[config.mk]
export PLATFORM = sky130hd
export DESIGN_NAME = pet_stats_engine
export DESIGN_NICKNAME = d
export VERILOG_FILES = /design/src/rtl/pet_pkg.sv /design/src/rtl/btn_sync_edge.sv /design/src/rtl/pet_stats_engine.sv
export SDC_FILE = /design/constraint.sdc
export NUM_CORES = 1
export LEC_CHECK = 0
export ABC_CLOCK_PERIOD_IN_PS = 4000
export CAP_MARGIN = 5
export CORE_AREA = 5 5 100 102
export CTS_BUF_LIST = sky130_fd_sc_hd__clkbuf_4 sky130_fd_sc_hd__clkbuf_8 sky130_fd_sc_hd__clkbuf_16
export DETAILED_ROUTE_END_ITERATION = 8
export DIE_AREA = 0 0 105 107
export PLACE_DENSITY = 0.71
export SYNTH_ARGS = -nofsm -noshare
export SYNTH_HDL_FRONTEND = slang
export SYNTH_SLANG_ARGS = --single-unit
[constraint.sdc]
create_clock -name clk -period 4 [get_ports clk]
set_clock_uncertainty 0.05 [all_clocks]
set_input_delay 0.6 -clock clk [delete_from_list [all_inputs] [get_ports clk]]
set_output_delay 0.6 -clock clk [all_outputs]
set_load 0.05 [all_outputs]
[src/rtl/pet_pkg.sv]
// Shared constants for the pet stats path: life-cycle encodings, button
// indices, stat slot indices, action/decay step sizes and the clamp helper.
package pet_pkg;

    typedef enum logic [1:0] {
        ST_AWAKE    = 2'd0,
        ST_SLEEPING = 2'd1,
        ST_DEAD     = 2'd2
    } pet_state_e;

    localparam int NUM_BTN  = 6;
    localparam int NUM_STAT = 6;

    localparam logic [2:0] BTN_FEED   = 3'd0;
    localparam logic [2:0] BTN_PLAY   = 3'd1;
    localparam logic [2:0] BTN_CLEAN  = 3'd2;
    localparam logic [2:0] BTN_SLEEP  = 3'd3;
    localparam logic [2:0] BTN_SOCIAL = 3'd4;
    localparam logic [2:0] BTN_HEAL   = 3'd5;

    // Slot order matches the output port order.
    localparam int S_HUNGER = 0;
    localparam int S_HAPPY  = 1;
    localparam int S_HEALTH = 2;
    localparam int S_HYGIENE = 3;
    localparam int S_ENERGY = 4;
    localparam int S_SOCIAL = 5;

    localparam logic [3:0] STAT_MAX = 4'd15;
    localparam int         FAST_TICK = 16;

    localparam logic signed [5:0] D_ZERO  = 6'sd0;
    localparam logic signed [5:0] D_ONE   = 6'sd1;
    localparam logic signed [5:0] D_TWO   = 6'sd2;
    localparam logic signed [5:0] D_CLEAN = 6'sd15;
    localparam logic signed [5:0] D_MAX   = 6'sd15;

    function automatic logic [3:0] clamp_stat(input logic signed [5:0] v);
        if (v < D_ZERO)
            return 4'd0;
        else if (v > D_MAX)
            return STAT_MAX;
        else
            return v[3:0];
    endfunction

endpackage

[src/rtl/btn_sync_edge.sv]
// Two-flop synchronizer plus rising-edge detector for the raw button bus.
// It keeps sampling regardless of enable so a held button never fires late.
module btn_sync_edge
    import pet_pkg::*;
(
    input  logic               clk,
    input  logic               rst_n,
    input  logic [NUM_BTN-1:0] btn,
    output logic [NUM_BTN-1:0] rise
);

    logic [NUM_BTN-1:0] sync1;
    logic [NUM_BTN-1:0] sync2;
    logic [NUM_BTN-1:0] prev;

    always_ff @(posedge clk or negedge rst_n) begin
        if (!rst_n) begin
            sync1 <= '0;
            sync2 <= '0;
            prev  <= '0;
        end else begin
            sync1 <= btn;
            sync2 <= sync1;
            prev  <= sync2;
        end
    end

    assign rise = sync2 & ~prev;

endmodule

[src/rtl/pet_stats_engine.sv]
// Pet stat registers, decay tick and AWAKE/SLEEPING/DEAD life cycle.
// Define PET_FAST_TICK_EN to force a 16-cycle decay period for bring-up.
module pet_stats_engine
    import pet_pkg::*;
#(
    parameter logic [23:0] TICK_COUNT  = 24'd10_000_000,
    parameter logic [3:0]  STAT_INIT   = 4'd8,
    parameter logic [3:0]  ACTION_GAIN = 4'd4
) (
    input  logic       clk,
    input  logic       rst_n,
    input  logic       ena,
    input  logic [5:0] btn,
    input  logic [7:0] random,
    output logic [3:0] hunger,
    output logic [3:0] happiness,
    output logic [3:0] health,
    output logic [3:0] hygiene,
    output logic [3:0] energy,
    output logic [3:0] social,
    output logic [1:0] pet_state,
    output logic       tick,
    output logic       action_ack
);

`ifdef PET_FAST_TICK_EN
    localparam logic [23:0] PERIOD = 24'(FAST_TICK);
`else
    localparam logic [23:0] PERIOD = TICK_COUNT;
`endif
    localparam logic signed [5:0] GAIN = $signed({2'b00, ACTION_GAIN});

    logic [23:0]        cnt;
    logic               tick_q;
    logic               ack_q;
    pet_state_e         state_q, state_d;
    logic [3:0]         stat_q [NUM_STAT];
    logic [3:0]         stat_d [NUM_STAT];
    logic signed [5:0]  act_d  [NUM_STAT];
    logic signed [5:0]  dec_d  [NUM_STAT];
    logic [NUM_BTN-1:0] rise;
    logic [2:0]         act_sel;
    logic               act_valid;
    logic               action_ok;
    logic               decay;
    logic               wrap;
    logic               unused_random;

    assign unused_random = ^random[6:4];
    assign wrap  = (cnt == PERIOD - 24'd1);
    assign decay = tick_q && ena;

    btn_sync_edge u_btn (
        .clk   (clk),
        .rst_n (rst_n),
        .btn   (btn),
        .rise  (rise)
    );

    // Lowest index wins; the other edges of the same cycle are dropped.
    always_comb begin
        act_valid = |rise;
        act_sel   = 3'd0;
        for (int i = NUM_BTN - 1; i >= 0; i--)
            if (rise[i]) act_sel = 3'(i);
    end

    always_comb begin
        for (int i = 0; i < NUM_STAT; i++) begin
            act_d[i]  = D_ZERO;
            dec_d[i]  = D_ZERO;
            stat_d[i] = stat_q[i];
        end
        action_ok = 1'b0;
        state_d   = state_q;

        if (state_q == ST_AWAKE) begin
            if (act_valid && ena) begin
                action_ok = 1'b1;
                case (act_sel)
                    BTN_FEED:   begin act_d[S_HUNGER] = GAIN;  act_d[S_HYGIENE] = -D_ONE; end
                    BTN_PLAY:   begin act_d[S_HAPPY]  = GAIN;  act_d[S_ENERGY]  = -D_TWO; end
                    BTN_CLEAN:  act_d[S_HYGIENE] = D_CLEAN;
                    BTN_SLEEP:  state_d = ST_SLEEPING;
                    BTN_SOCIAL: begin act_d[S_SOCIAL] = GAIN;  act_d[S_HAPPY]   = D_ONE;  end
                    default:    begin act_d[S_HEALTH] = GAIN;  act_d[S_HAPPY]   = -D_ONE; end
                endcase
            end
            if (decay) begin
                dec_d[S_HUNGER]  = D_ONE;
                dec_d[S_ENERGY]  = D_ONE;
                dec_d[S_HAPPY]   = random[0] ? D_ONE : D_ZERO;
                dec_d[S_HYGIENE] = random[1] ? D_ONE : D_ZERO;
                dec_d[S_SOCIAL]  = random[2] ? D_ONE : D_ZERO;
                // Starvation or filth wears health down; otherwise it may recover.
                if (stat_q[S_HUNGER] == 4'd0 || stat_q[S_HYGIENE] == 4'd0)
                    dec_d[S_HEALTH] = D_ONE;
                else
                    dec_d[S_HEALTH] = random[7] ? -D_ONE : D_ZERO;
            end
        end else if (state_q == ST_SLEEPING) begin
            if (act_valid && ena && act_sel == BTN_SLEEP) begin
                action_ok = 1'b1;
                state_d   = ST_AWAKE;
            end
            if (decay) begin
                dec_d[S_ENERGY] = -D_TWO;
                dec_d[S_HUNGER] = random[3] ? D_ONE : D_ZERO;
            end
        end

        if (state_q != ST_DEAD)
            for (int i = 0; i < NUM_STAT; i++)
                stat_d[i] = clamp_stat($signed({2'b00, stat_q[i]}) + act_d[i] - dec_d[i]);

        if (state_q == ST_SLEEPING && decay && stat_d[S_ENERGY] == STAT_MAX)
            state_d = ST_AWAKE;
        if (state_q != ST_DEAD && stat_q[S_HEALTH] == 4'd0)
            state_d = ST_DEAD;
    end

    always_ff @(posedge clk or negedge rst_n) begin
        if (!rst_n) begin
            cnt     <= '0;
            tick_q  <= 1'b0;
            ack_q   <= 1'b0;
            state_q <= ST_AWAKE;
            for (int i = 0; i < NUM_STAT; i++)
                stat_q[i] <= STAT_INIT;
        end else begin
            if (ena)
                cnt <= wrap ? '0 : cnt + 24'd1;
            tick_q  <= ena && wrap;
            ack_q   <= action_ok;
            state_q <= state_d;
            for (int i = 0; i < NUM_STAT; i++)
                stat_q[i] <= stat_d[i];
        end
    end

    assign hunger     = stat_q[S_HUNGER];
    assign happiness  = stat_q[S_HAPPY];
    assign health     = stat_q[S_HEALTH];
    assign hygiene    = stat_q[S_HYGIENE];
    assign energy     = stat_q[S_ENERGY];
    assign social     = stat_q[S_SOCIAL];
    assign pet_state  = state_q;
    assign tick       = tick_q;
    assign action_ack = ack_q;

endmodule

Yosys cells after proc, flatten, opt, wreduce, memory -nomap -nowiden. Index checks and enable logic that the tools add are counted.

Add/subtract/negate cells: 13. Order comparisons: 12. Equal/unequal tests: 10. Muxes and demuxes: 54. Bitwise logic cells: 2. Reduce and logical (&&, ||, !) cells: 19.

Operator list (count): $mux 33 (2); $mux 4 (12); $mux 6 (8); $gt 6x5->1 const B (6); $lt 6x1->1 const B (6); $sub 6x6->6 (6); $mux 31 (1); $add 5x6->6 (5); $mux 3 (9); $add 24x1->24 const B (1); $eq 24x24->1 const B (1); $mux 24 (1); $mux 18 (1); $pmux 6 s3 (1); $mux 2 (7); $logic_not 4->1 (3); $pmux 6 s2 (1); $mux 1 (10); $mux 8 (1); $ne 4x1->1 const B (2); $reduce_bool 4->1 (2); $logic_and 1x1->1 (7); $and 6x6->6 (1); $eq 3x2->1 const B (2); 14 further kinds (14).

Register bits after elaboration: 70. Input bits: 17. Output and inout bits: 28. Logic and storage cells: 123.

Depth between registers and ports, before layout. Gate-level depths: netlist of the first run.

Depth after elaboration: 23. Mapped depth: 15. Depth with buffers taken out: 15.

Cells and area by module. A second synthesis of the first run with hierarchy kept.

Cell total of the unflattened synthesis: 442. Area total of the unflattened synthesis: 4484.3 um^2.

Modules (own cells, without submodules): pet_stats_engine (times used 1, cells an instance 418, area an instance 3951.3 um^2, sequential area each 1308.8 um^2); btn_sync_edge (times used 1, cells an instance 24, area an instance 533.0 um^2, sequential area each 450.4 um^2).

Worst setup path before layout of the first run. Ideal clock, no wire load.

Path type: register to register. From: register state_q[1], in the netlist pet_state[1]. To: register state_q[0], in the netlist pet_state[0]. Setup time: 0.077 ns. Arrival: 3.530 ns. Data required time: 3.873 ns. Slack: 0.343 ns. Cell stages (with the launch flop): 13. Path buffers: 0. Period minus slack after synthesis: 3.657 ns. Cells stage by stage: dfrtp_1 -> nand3b_1 -> nor3b_1 -> inv_1 -> fa_1 -> inv_1 -> fa_1 -> a21o_1 -> a21oi_1 -> mux2i_1 -> a22oi_1 -> and4b_1 -> o21ai_1.

RTL lines: start: declaration (line pet_stats_engine.sv:36) `pet_state_e state_q, state_d;`; start signal: assignment (line pet_stats_engine.sv:135) `state_q <= state_d;`.

==> flow_summary_export.csv, run 1 <==
group,metric,value,unit
status,status,"complete, no violations",
sta,period_share,94.8,%
power_and_ir_drop,totalPowerFinal,1530,µW
critical_path,critPathSlowestCell,"clkdlybuf4s50_1",
finish,stdcell_area,0.00521,mm²
finish,fin_cells,623,
synth,synthArstFlopShare,100,%
sta,fmax,264,MHz
power_and_ir_drop,p_leak,0.00260,µW
routing,firstDrtPassIters,5,
critical_path,path_cells,"clkdlybuf4s50_1 > nand3b_1 > nor3b_1 > buf_4 > inv_1 > fa_1 > inv_1 > fa_1 > a21o_1 > a21oi_1 > mux2i_1 > a22oi_1 > and4b_1 > o21ai_1",
worst_hold_path,hp-class,"flop to flop",
sta,fin_setup_tns,0,ns
sta,report.final.slew_viol_count,0,
clock_network,ctsHtreeMaxLevel,3,
finish,antennaDiodeCount,0,
synth,yosys.area.top_type,"dfrtp_1",
sta,setup_viol,0,
critical_path,criticalPathCategory,"primary input to flop",
routing,viasPerCell,5.18,
critical_path,cpPeakStageDelay,0.56,ns
global_route,gr-total-overflow,0,
placement,dp.cells,607,
worst_hold_path,holdCritStartpoint,"u_btn.sync1[0]",
routing,drtIter0Drc,142,
power_and_ir_drop,ir_worst_vdd,0.218,mV
global_route,grt_max_degree,49,
critical_path,start_kind,"primary input",
run,cap_violations,0,
synth,synth_flop_cell,"dfrtp_1",
synth,ys_top_cells_by_count,"64 x dfrtp_1, 64 x inv_1, 44 x ha_1",
placement,port-buffer-count,41,
placement,placed_area,0.00497,mm²
synth,ys_top_cells_by_area,"dfrtp_1 36%, ha_1 13%, fa_1 5.5%",
synth,synthCells,454,
critical_path,cp.required,4.22,ns
clock_network,cts.path.max_buffers,2,
critical_path,path_buf_inv,4,
critical_path,critPathTopFamily,"adder cells",
critical_path,worst_ep_arrival_time,4.01,ns
critical_path,critPathMaxFanout,4,
synth,synth_seq_cells,70,
die,initial_core_util,48.7,%
worst_hold_path,hold_end,"u_btn.sync2[0]",
clock_network,cts_buffers,9,
critical_path,rr_worst_depth,13,
clock_network,clk_latency,0.34,ns
routing,ant_nets,0,
routing,drc,0,
routing,vias,3229,
critical_path,r2r-end,"pet_state[0]",
clock_network,root_buffer,"clkbuf_8",
sta,hold_viol,0,
finish,syn_to_final_growth,18.5,%
synth,ys_seq_area_share,40.1,%
critical_path,reg2reg_from,"u_btn.sync2[0]",
synth,synth_cell_types,53,
global_route,grt_pass1_vias,3367,
critical_path,r2r_slack,0.45,ns
finish,layout-drive-gt1-share,9.18,%
worst_hold_path,whs_path_depth,0,
global_route,grt_usage,16.2,%
die,die_area,0.0112,mm²
placement,dpl.hpwl,6410,µm
clock_network,cts_tree,"yes",
clock_network,clk_pin_slew,0.08,ns
placement,place_congestion,0.813,
sta,finalWorstSetupSlack,0.210,ns
die,core.rowCount,35,
power_and_ir_drop,pwr_density_cell,295,mW/mm²
synth,synth_edf_count,0,
synth,syn_nets,527,
clock_network,postCtsHoldBufs,0,
routing,drt_wl_total,8530,µm
global_route,antenna_found_initial,0,
die,core-area,0.00902,mm²
clock_network,clock-sinks,70,
global_route,grt_pass1_wl,15000,µm
sta,maxSlewHeadroom,28.4,%
sta,rsz0062_at_grt,"no",
synth,yosys_warnings,0,
die,die_x,105,µm
finish,nets,580,
synth,syn_area,0.00439,mm²
routing,wl_per_cell,13.7,µm
clock_network,cts_resized,0,
synth,synth_top_area_share,36.5,%
placement,post-place-ws,-0.0939,ns
die,io_pins,45,
critical_path,cp-end-kind,"flop",
clock_network,post_cts_buffers,0,
die,die_h,107,µm
sta,worst_slew_pin_slew,1.07,ns
sta,timing.final.crit_period,3.79,ns
synth,avgSynthCellArea,9.67,µm²
[through the flow]
stage / util, % / hold slack (ns)
after floorplan: - / 0.254
after global placement: 55.1 / 0.283
after detailed placement: 55.1 / 0.285
after CTS: 57.7 / 0.302
after global routing: 57.7 / 0.306
final: 57.7 / 0.301
[cell type report]
| class | count | area, µm² |
|---|---|---|
| Tap cell | 111 | 139 |
| Inverter | 64 | 240 |
| Sequential cell | 70 | 1760 |
| Fill cell | 788 | 3810 |
| Clock buffer | 11 | 151 |
| Clock inverter | 5 | 81.3 |
| Timing Repair Buffer | 51 | 480 |
| Multi-Input combinational cell | 311 | 2350 |
[state kept, by name (all words and copies together), names as in the netlist, 2 cells and up]
signal	cells
u_btn.prev	6
social	4
happiness	4
energy	4
hygiene	4
health	4
u_btn.sync1	6
cnt	24
pet_state	2
u_btn.sync2	6
hunger	4
[cells in the final DEF (no fill, tap or decap), drive strengths merged, types with 2 or more instances in the layout]
cell type	netlist	layout
nand3	16	16
nand2	42	42
and4b	2	2
buf	6	11
a21oi	23	23
o21bai	2	2
clkbuf	3	11
nand2b	10	10
inv	64	64
a22oi	2	2
and2	2	2
and3	6	6
ha	44	44
nand4	8	8
clkdlybuf4s50	0	40
or3	4	4
xnor2	21	21
fa	12	12
nor3b	3	3
nor4b	2	2
nor2	31	31
o21ai	26	26
xor2	16	16
dfrtp	64	64
dfstp	6	6
o211ai	3	3
nor2b	7	7
a22o	4	4
nor3	4	4
a21o	9	9
clkinv	0	2
bufinv	0	2
nor4	3	3
[worst max path at each step]
stage                            start            to  slack [ns]  cells past startpoint
after floorplan           pet_state[1]  pet_state[0]        0.34                     12
after global placement             ena  pet_state[0]       -0.01                     14
after detailed placement           ena  pet_state[0]       -0.09                     14
after CTS                          ena  pet_state[0]        0.25                     14
after global routing               ena  pet_state[0]        0.02                     14
final                              ena  pet_state[0]        0.21                     14
[report_power, final]
| part | switching [µW] | total [µW] | leakage (µW) | internal [µW] |
|---|---|---|---|---|
| sequential | 38.2 | 781 | 0.000827 | 742 |
| clock | 279 | 664 | 0.000116 | 385 |
| combinational | 47.0 | 89.6 | 0.00166 | 42.6 |
[routing by layer]
layer  up-vias  wire (µm)  track usage [%]
met2        55       4050             26.6
met3        19        303             3.07
li1       1604          -                -
met1      1551       4030             20.9
met5         -          0                0
met4         0        159             6.67
[kinds of logic (layout without fill, tap and decap cells)]
| kind of cell | after synthesis | after routing | share of synthesized area [%] |
|---|---|---|---|
| AND/OR/NAND/NOR | 142 | 142 | 17.7 |
| AO/OA/AOI/OAI | 75 | 75 | 10.2 |
| buffers and inverters | 73 | 131 | 6.38 |
| flip-flops | 70 | 70 | 40.1 |
| adder cells (fa/ha/maj) | 56 | 56 | 18.0 |
| XOR/XNOR | 37 | 37 | 7.38 |
| multiplexers | 1 | 1 | 0.228 |
No activity file was read; power rests on OpenSTA's default activity.
==> inputs of run 2 (changes only) <==
--- a/config.mk
+++ b/config.mk
@@ -7,11 +7,11 @@
 export LEC_CHECK = 0
 export ABC_CLOCK_PERIOD_IN_PS = 4000
 export CAP_MARGIN = 5
-export CORE_AREA = 5 5 100 102
+export CORE_AREA = 5 5 94 96
 export CTS_BUF_LIST = sky130_fd_sc_hd__clkbuf_4 sky130_fd_sc_hd__clkbuf_8 sky130_fd_sc_hd__clkbuf_16
 export DETAILED_ROUTE_END_ITERATION = 8
-export DIE_AREA = 0 0 105 107
-export PLACE_DENSITY = 0.71
+export DIE_AREA = 0 0 99 101
+export PLACE_DENSITY = 0.79
 export SYNTH_ARGS = -nofsm -noshare
 export SYNTH_HDL_FRONTEND = slang
 export SYNTH_SLANG_ARGS = --single-unit
==> run 2 against run 1 <==
Effect of this change:
- fmax rose by 2.4%
- sequential share of layout area barely moved
- critical endpoint unchanged
- global-route usage rose by 3.2 points
- routed wire length rose by 3.3%
- clock-buffer cell count did not move
- register-to-register slack barely moved
- clock power fell by 7.1%
- utilization rose by 7.6 points
- sequential cell count did not move
- worst hold slack barely moved
==> flow_summary_export.csv, run 2 (synthesized netlist as in run 1, its figures left out) <==
group,metric,value,unit
global_route,use_met1,24.2,%
sta,fmax,270,MHz
status,status,"complete, no violations",
clock_network,cts.path.max_buffers,2,
finish,stdcell_area,0.00520,mm²
power_and_ir_drop,combPwrFrac,6.0,%
routing,vias,3300,
sta,whs,0.300,ns
sta,hold_viol,0,
finish,nets,582,
die,core.rowCount,33,
clock_network,clock-sinks,70,
finish,final_cell_mix,"64 x inv_1, 64 x dfrtp_1, 44 x ha_1, 42 x nand2_1, 40 x clkdlybuf4s50_1",
finish,utilization,65.3,%
finish,syn_to_final_growth,18.5,%
die,io_pins,45,
clock_network,cts_tree,"yes",
die,initial_core_util,55.1,%
critical_path,criticalPathCategory,"primary input to flop",
placement,port-buffer-count,41,
finish,fill_cells,633,
power_and_ir_drop,switching_share,25.3,%
routing,drt_wl_total,8810,µm
power_and_ir_drop,p_switching,378,µW
clock_network,clk_pin_slew,0.08,ns
clock_network,cts_buffers,9,
finish,layout-drive-gt1-share,9.92,%
sta,worst_slew_pin_slew,0.940,ns
power_and_ir_drop,ir_worst_vdd,0.256,mV
global_route,use_met3,3.32,%
critical_path,cp-end-kind,"flop",
sta,finalWorstSetupSlack,0.298,ns
die,die_area,0.0100,mm²
sta,rsz0062_at_grt,"no",
power_and_ir_drop,p_clk_share,41.4,%
global_route,gr-total-overflow,0,
routing,drtIter0Drc,134,
placement,placed_area,0.00497,mm²
sta,setup_viol,0,
power_and_ir_drop,pwr_density_cell,286,mW/mm²
routing,viasPerCell,5.33,
routing,wl_per_cell,14.2,µm
clock_network,root_buffer,"clkbuf_8",
finish,largest_reg_flops,24,
clock_network,clk_latency,0.35,ns
global_route,antenna_found_initial,0,
sta,report.final.slew_viol_count,0,
die,core-area,0.00797,mm²
critical_path,cp.required,4.23,ns
critical_path,worst_ep_arrival_time,3.94,ns
routing,firstDrtPassIters,5,
worst_hold_path,hp-class,"flop to flop",
routing,ant_nets,0,
finish,antennaDiodeCount,0,
clock_network,postCtsHoldBufs,0,
global_route,grt_pass1_vias,3407,
global_route,grt_max_degree,41,
sta,timing.final.crit_period,3.70,ns
sta,maxSlewHeadroom,37.4,%
finish,largest-register,"cnt",
critical_path,start_kind,"primary input",
power_and_ir_drop,p_int,1110,µW
global_route,grt_usage,19.4,%
global_route,grtUsageMet2,32.9,%
global_route,grt_pass1_wl,15500,µm
clock_network,ctsHtreeMaxLevel,3,
sta,period_share,92.6,%
power_and_ir_drop,power_frac_seq,52.6,%
die,die_h,101,µm
routing,drc,0,
global_route,busiest_layer,"met2",
critical_path,critPathMaxFanout,4,
run,cap_violations,0,
power_and_ir_drop,p_leak,0.00260,µW
placement,place_congestion,0.842,
placement,dpl.hpwl,6570,µm
placement,post-place-ws,-0.110,ns
die,die_x,99,µm
[run 2: changes by cell type in the layout (fill, tap and decap cells not counted), sizes merged]
cell	before	now
inv	64	66
buf	11	13
bufinv	2	1
clkinv	2	1
[run 2: metrics by stage]
stage	setup TNS (ns)	std cells	power, µW
floorplan	0	454	843
global placement	0	602	882
detailed placement	-0.110	602	888
CTS	0	618	1510
global route	0	619	1560
finish	0	619	1490
[run 2: metal layers]
| metal | wire length, µm | share of wire, % |
|---|---|---|
| met3 | 360 | 4.1 |
| met1 | 3870 | 44 |
| met5 | 0 | 0 |
| met4 | 185 | 2.1 |
| met2 | 4390 | 50 |
[run 2: final timing paths]
check	slack, ns	to	cells after the start	from
worst min-delay path	0.30	u_btn.sync2[0]	0	u_btn.sync1[0]
worst min register to register	0.30	u_btn.sync2[0]	0	u_btn.sync1[0]
worst max-delay path	0.30	pet_state[0]	14	ena
worst max register to register	0.45	pet_state[0]	13	u_btn.sync2[0]
min in group asynchronous	0.34	energy[1]	1	rst_n
max in group asynchronous	2.64	u_btn.prev[5]	2	rst_n
[run 2: critical path, cell delays in order]
cell             delay, ns
clkdlybuf4s50_1       0.53
nand3b_1              0.12
nor3b_1               0.19
buf_4                 0.17
inv_1                 0.08
fa_1                  0.50
inv_1                 0.08
fa_1                  0.45
a21o_1                0.19
a21oi_2               0.20
mux2i_2               0.31
a22oi_1               0.17
and4b_1               0.24
o21ai_1               0.12
[run 2: power by group through the flow]
stage | Combinational [µW] | Sequential [µW] | Clock (µW)
floorplan | 56.5 | 787 | 0
global placement | 88.2 | 793 | 0
detailed placement | 92.0 | 796 | 0
CTS | 91.9 | 783 | 635
global route | 104 | 789 | 669
finish | 90.1 | 783 | 617
[run 2: area by class of cell]
type                       instances  area (µm²)  area share [%]
sequential                        70        1760            33.8
timing repair buffer              53         495            9.52
clock buffer                      11         151            2.91
inverter                          64         240            4.62
tap                              105         131            2.52
multi-input combinational        311        2360            45.4
clock inverter                     5        63.8            1.23
[run 2: what timing repair did]
item	4_1_cts	5_1_grt
buffers inserted	0	1
resized for setup	0	2
endpoints found under the setup margin	0	1
